## config.mk

```make
export PLATFORM = sky130hd
export DESIGN_NAME = controle_mostrador_varredura
export DESIGN_NICKNAME = d
export VERILOG_FILES = /design/src/rtl/pkg_mostrador.sv /design/src/rtl/decodificador_7seg.sv /design/src/rtl/controle_mostrador_varredura.sv
export SDC_FILE = /design/constraint.sdc
export NUM_CORES = 1
export LEC_CHECK = 0
export CAP_MARGIN = 20
export CORE_ASPECT_RATIO = 0.9
export CORE_MARGIN = 2
export CORE_UTILIZATION = 44
export DETAILED_ROUTE_END_ITERATION = 7
export GPL_TIMING_DRIVEN = 0
export HOLD_SLACK_MARGIN = 0.1
export MAX_ROUTING_LAYER = met4
export PLACE_DENSITY = 0.89
export SLEW_MARGIN = 40
export SYNTH_ARGS = -nofsm -noshare
export SYNTH_HDL_FRONTEND = slang
export SYNTH_HIERARCHICAL = 1
export SYNTH_SLANG_ARGS = --single-unit
```

## constraint.sdc

```tcl
create_clock -name clock -period 3.3 [get_ports clock]
set_input_delay 0.33 -clock clock [delete_from_list [all_inputs] [get_ports clock]]
set_output_delay 0.33 -clock clock [all_outputs]
set_load 0.02 [all_outputs]
```

## src/rtl/pkg_mostrador.sv

```systemverilog
// Shared constants for the scanned 7-segment display driver:
// active-low segment patterns {g,f,e,d,c,b,a}, anode constants and
// the 2-bit profile encoding.
package pkg_mostrador;

  localparam logic [6:0] SEG_0       = 7'b1000000;
  localparam logic [6:0] SEG_1       = 7'b1111001;
  localparam logic [6:0] SEG_2       = 7'b0100100;
  localparam logic [6:0] SEG_3       = 7'b0110000;
  localparam logic [6:0] SEG_4       = 7'b0011001;
  localparam logic [6:0] SEG_5       = 7'b0010010;
  localparam logic [6:0] SEG_6       = 7'b0000010;
  localparam logic [6:0] SEG_7       = 7'b1111000;
  localparam logic [6:0] SEG_8       = 7'b0000000;
  localparam logic [6:0] SEG_9       = 7'b0010000;
  localparam logic [6:0] SEG_TRACO   = 7'b0111111;
  localparam logic [6:0] SEG_APAGADO = 7'b1111111;

  localparam logic [3:0] ANODOS_OFF  = 4'b1111;

  localparam logic [1:0] PERFIL_0 = 2'd0;
  localparam logic [1:0] PERFIL_1 = 2'd1;
  localparam logic [1:0] PERFIL_2 = 2'd2;
  localparam logic [1:0] PERFIL_3 = 2'd3;

  // Active-low enable for a single digit position.
  function automatic logic [3:0] anodo_digito(input logic [1:0] idx);
    return ~(4'b0001 << idx);
  endfunction

endpackage

```

## src/rtl/decodificador_7seg.sv

```systemverilog
// Combinational BCD to active-low 7-segment decoder.
// Codes 10..15 are not valid BCD and show a dash.
module decodificador_7seg
  import pkg_mostrador::*;
(
  input  logic [3:0] i_bcd,
  output logic [6:0] o_segmentos
);

  // Lookup of the segment pattern for one nibble.
  always_comb begin
    o_segmentos = SEG_TRACO;
    case (i_bcd)
      4'd0:    o_segmentos = SEG_0;
      4'd1:    o_segmentos = SEG_1;
      4'd2:    o_segmentos = SEG_2;
      4'd3:    o_segmentos = SEG_3;
      4'd4:    o_segmentos = SEG_4;
      4'd5:    o_segmentos = SEG_5;
      4'd6:    o_segmentos = SEG_6;
      4'd7:    o_segmentos = SEG_7;
      4'd8:    o_segmentos = SEG_8;
      4'd9:    o_segmentos = SEG_9;
      default: o_segmentos = SEG_TRACO;
    endcase
  end

endmodule

```

## src/rtl/controle_mostrador_varredura.sv

```systemverilog
// Time-multiplexed 4-digit common-anode display driver.
// Picks one of four BCD sources by the profile-select bits and scans its
// digits; the shown profile only changes at frame boundaries so a frame
// never mixes two sources. Each digit slot starts with one blank cycle to
// avoid ghosting. All outputs are registered.
// Optional build macro: MOSTRADOR_PISCA_EN adds the pisca input and a
// 6-bit frame counter that blanks the display during frames 32..63.
module controle_mostrador_varredura
  import pkg_mostrador::*;
#(
  parameter int DIV_VARREDURA = 50000
)
(
  input  logic        clock,
  input  logic        reset,
  input  logic        bits_mostrador,
  input  logic        bits_mostrador1,
  input  logic [15:0] dados_perfil0,
  input  logic [15:0] dados_perfil1,
  input  logic [15:0] dados_perfil2,
  input  logic [15:0] dados_perfil3,
`ifdef MOSTRADOR_PISCA_EN
  input  logic        pisca,
`endif
  output logic [6:0]  segmentos,
  output logic [3:0]  anodos,
  output logic [1:0]  perfil_ativo
);

  localparam int PW = (DIV_VARREDURA > 2) ? $clog2(DIV_VARREDURA) : 1;
  localparam logic [PW-1:0] PRESC_MAX = PW'(DIV_VARREDURA - 1);
  localparam logic [PW-1:0] PRESC_UM  = PW'(1);

  logic [PW-1:0] r_presc;
  logic [1:0]    r_idx;
  logic [1:0]    r_perfil_ativo;
  logic [6:0]    r_segmentos;
  logic [3:0]    r_anodos;

  logic [1:0]    w_sel_req;
  logic          w_tick;
  logic          w_fim_quadro;
  logic          w_inicio_slot;
  logic [15:0]   w_dados_sel;
  logic [3:0]    w_nibble;
  logic [6:0]    w_segmentos;
  logic [3:0]    w_anodos;

  assign w_sel_req     = {bits_mostrador1, bits_mostrador};
  assign w_tick        = (r_presc == PRESC_MAX);
  assign w_fim_quadro  = w_tick && (r_idx == 2'd3);
  assign w_inicio_slot = (r_presc == '0);

  // Prescaler and digit index: one slot per DIV_VARREDURA cycles.
  always_ff @(posedge clock) begin
    if (reset) begin
      r_presc <= '0;
      r_idx   <= 2'd0;
    end else if (w_tick) begin
      r_presc <= '0;
      r_idx   <= r_idx + 2'd1;
    end else begin
      r_presc <= r_presc + PRESC_UM;
    end
  end

  // Profile register: a request is taken only on the last tick of a frame,
  // so short request glitches in between are never shown.
  always_ff @(posedge clock) begin
    if (reset) begin
      r_perfil_ativo <= PERFIL_0;
    end else if (w_fim_quadro) begin
      r_perfil_ativo <= w_sel_req;
    end
  end

  // Source word of the profile being shown (sources are not latched).
  always_comb begin
    w_dados_sel = dados_perfil0;
    case (r_perfil_ativo)
      PERFIL_0: w_dados_sel = dados_perfil0;
      PERFIL_1: w_dados_sel = dados_perfil1;
      PERFIL_2: w_dados_sel = dados_perfil2;
      PERFIL_3: w_dados_sel = dados_perfil3;
      default:  w_dados_sel = dados_perfil0;
    endcase
  end

  assign w_nibble = w_dados_sel[{r_idx, 2'b00} +: 4];

  decodificador_7seg u_decodificador (
    .i_bcd       (w_nibble),
    .o_segmentos (w_segmentos)
  );

`ifdef MOSTRADOR_PISCA_EN
  logic [5:0] r_quadros;

  // Frame counter driving the blink phase; wraps naturally after 63.
  always_ff @(posedge clock) begin
    if (reset) begin
      r_quadros <= 6'd0;
    end else if (w_fim_quadro) begin
      r_quadros <= r_quadros + 6'd1;
    end
  end

  // Next anode value: blank at slot start, blank during the blink-off phase.
  always_comb begin
    w_anodos = anodo_digito(r_idx);
    if (w_inicio_slot || (pisca && r_quadros[5])) begin
      w_anodos = ANODOS_OFF;
    end
  end
`else
  // Next anode value: blank at slot start, otherwise the current digit.
  always_comb begin
    w_anodos = anodo_digito(r_idx);
    if (w_inicio_slot) begin
      w_anodos = ANODOS_OFF;
    end
  end
`endif

  // Output registers, one cycle behind the scan state they derive from.
  always_ff @(posedge clock) begin
    if (reset) begin
      r_segmentos <= SEG_APAGADO;
      r_anodos    <= ANODOS_OFF;
    end else begin
      r_segmentos <= w_segmentos;
      r_anodos    <= w_anodos;
    end
  end

  assign segmentos    = r_segmentos;
  assign anodos       = r_anodos;
  assign perfil_ativo = r_perfil_ativo;

endmodule

```

==> run_results.csv, run 1 <==
group,metric,value,unit
sta,fin_crit_sh,87.1,%
worst_setup_path,r2r-start,"perfil_ativo[0]",
floorplan,initial_utilization,45.9,%
cts,hold_buffers,0,
cells_and_area,multi_input_area,0.00131,sq mm
yosys,synth_warnings,6,
cells_and_area,syn2layout_area_growth,48.5,%
power_and_ir_drop,vdd_drop_max,365,uV
cts,root_buffer,"clkbuf_8",
sta,hold_violations,0,
cts,htree_num_levels,2,
cts,cts_buffers,5,
yosys,yosys.area_share.simple,23.5,%
yosys,synth-edff-count,0,
yosys,ys_seq_area_share,30.1,%
yosys,synth-xor-area-share,5.10,%
route,wl,5670,microns
sta,worstMarginPinSlew,577,ps
cells_and_area,num-nets-final,402,
cells_and_area,final_util,68.1,%
yosys,synthArstFlopShare,0,%
cells_and_area,antennaDiodeCount,0,
yosys,yosys_most_used_dff,"dfxtp_1",
floorplan,num_rows,23,
power_and_ir_drop,total_power,0.954,mW
sta,fmax,348,MHz
cts,clk_path_buf_depth,2,
sta,rsz0062_at_grt,"no",
placed_design,dp_cells,378,
placed_design,port_buffers,80,
sta,skew,8.50,ps
cells_and_area,stdcell_area,0.00306,sq mm
route,drc,0,
power_and_ir_drop,p_per_area,312,mW/mm^2
worst_setup_path,path_class,"reg2reg",
yosys,synth_seq_cells,31,
cts,clkTransAtPathRegs,70,ps
worst_hold_path,min_path_type,"reg2reg",
worst_setup_path,crit_arrival,3050,ps
global_routing,grt_pass1_vias,1887,
sta,setup_tns,0,ps
sta,setup_viol_count_final,0,
yosys,syn-cell-area,0.00206,sq mm
worst_setup_path,crit_fanout,10,
floorplan,die_width,76.1,microns
run,cap_violations,0,
floorplan,coreArea,0.00449,sq mm
cts,cts_tree,"done",
worst_hold_path,hp-start,"r_presc[0]",
floorplan,fp.dieH,68.9,microns
route,detail-route-antenna-nets,0,
route,via_count,2035,
yosys,synth_top_family_by_area,"simple AND/OR/NAND/NOR gates",
placed_design,placed_area,0.00294,sq mm
route,post_drt_wl_per_cell,14.7,microns
floorplan,die_area,0.00524,sq mm
yosys,synth.mux.area_fraction,13.7,%
worst_setup_path,startpoint_type,"register",
sta,slew_headroom,61.2,%
placed_design,dpl.hpwl,4460,microns
run_status,status,"completed",
cells_and_area,finalNonFillerCells,386,
cts,clk_latency,290,ps
cells_and_area,filler_cell_count,383,
global_routing,antenna_found_initial,0,
global_routing,overflow,0,
yosys,ys_types,50,
route,dr.pass1.iters,4,
route,drtIter0Drc,65,
worst_setup_path,cp.required,3480,ps
cells_and_area,regArea,621,sq um
worst_setup_path,critical_path.startpoint,"perfil_ativo[0]",
yosys,syn_avg_cell_area,8.73,sq um
worst_setup_path,end_kind,"register",
power_and_ir_drop,leakage,1.13,nW
sta,drv_slew,0,
cts,clkSinkCount,31,
floorplan,pin_count,81,
placed_design,gp_congestion,0.813,
yosys,synth-compound-area-share,14.6,%
yosys,synth-adder-area-share,6.68,%
cells_and_area,drive_above_1_share,13.6,%
yosys,syn_nets,315,
sta,fin_crit,2870,ps
global_routing,grt_max_degree,11,
global_routing,grt_pass1_wl,8840,microns
route,viasPerCell,5.27,
global_routing,grt_use_total,22.3,%
yosys,syn_inst,236,
## sequential cells by signal (all words and copies together), names as in the netlist
name	cells
anodos	4
segmentos	7
perfil_ativo	2
r_presc	16
r_idx	2
## cell usage after synthesis, types with 6 or more instances
library cell | count | area, sq um
nand3_1 | 9 | 45.0
clkbuf_1 | 6 | 22.5
dfxtp_1 | 31 | 621
inv_1 | 10 | 37.5
o21ai_0 | 13 | 65.1
ha_1 | 11 | 138
nand2_1 | 16 | 60.1
a21oi_1 | 13 | 65.1
or2_2 | 7 | 43.8
mux2i_1 | 8 | 80.1
nor2_1 | 22 | 82.6
mux4_2 | 7 | 158
xor2_1 | 9 | 78.8
## repair_timing
action	in CTS	in global routing
buffers inserted	0	0
setup endpoints to repair	0	4
resized for setup	0	1
## path summary, 6_finish.rpt
check	to	slack [ps]	depth (start not counted)
hold reg to reg	r_presc[0]	480	1
hold / removal	r_presc[0]	480	1
setup reg to reg	segmentos[2]	430	11
setup / recovery	segmentos[2]	430	11
## final cells by class
| class | count | share of cell area [%] |
|---|---|---|
| Inverter | 10 | 1.23 |
| Tap cell | 62 | 2.54 |
| Clock inverter | 2 | 1.15 |
| Multi-Input combinational cell | 179 | 42.9 |
| Sequential cell | 31 | 20.3 |
| Clock buffer | 6 | 2.70 |
| Timing Repair Buffer | 80 | 26.2 |
| Buffer | 16 | 3.03 |
## layer usage
layer,vias up,global-route usage [%],wire length [microns]
met1,939,25.5,2500
met4,0,7.50,80
met3,7,7.03,429
met2,75,38.1,2670
li1,1014,-,-
met5,-,-,0
## worst max-delay path: stages, from the launching register on
cell and delay, ps:
dfxtp_1 330, buf_2 270, clkbuf_1 350, nor2_1 90, a211oi_1 230, nor3_1 80
nor3_1 460, inv_1 180, ha_1 240, nor3b_1 140, a21o_1 140, or2_2 260
## power breakdown
group	internal (mW)	leakage (nW)	switching [mW]
Combinational	0.117	0.818	0.0587
Sequential	0.385	0.253	0.00530
Clock	0.244	0.0612	0.143
Total	0.746	1.13	0.207
## per-stage QoR
| step | hold slack (ps) | worst slack [ps] |
|---|---|---|
| after floorplan | 437 | 627 |
| after global placement | 456 | 402 |
| after detailed placement | 467 | 315 |
| after CTS | 481 | 292 |
| after global routing | 498 | 177 |
| final | 480 | 426 |
## cell families (layout without fill, tap and decap cells)
logic type,after synthesis,count (layout)
simple gates,89,89
compound gates,48,48
flops,31,31
buf+inv,26,114
mux,19,19
xor+xnor,12,12
fa+ha+maj,11,11
## cell usage in the layout (no fill, tap or decap), types with 6 or more instances in the layout
cell	count
nand3_1	9
or2_2	7
a21oi_1	12
mux4_2	7
clkdlybuf4s50_1	80
o21ai_0	13
inv_1	10
nor2_1	22
xor2_1	9
clkbuf_8	6
nand2_1	16
mux2i_1	8
ha_1	11
clkbuf_1	6
dfxtp_1	31
(Power assumes the default switching activity.)
==> run 2, diff against run 1 <==
==> constraint.sdc (replaced) <==
create_clock -name clock -period 3.3 [get_ports clock]
set_input_delay 0.66 -clock clock [delete_from_list [all_inputs] [get_ports clock]]
set_output_delay 0.66 -clock clock [all_outputs]
set_load 0.02 [all_outputs]
==> results of run 2 <==
The final DEF is identical to that of run 1; final timing and power are the same.
Among the figures that moved: setup slack after placement 315 ps -> 137 ps
==> run 3, diff against run 2 <==
SLEW_MARGIN = 20   (was 40)
==> results of run 3 <==
The final DEF is identical to that of run 1; final timing and power are the same.
Among the figures that moved: setup slack after placement 315 ps -> 137 ps
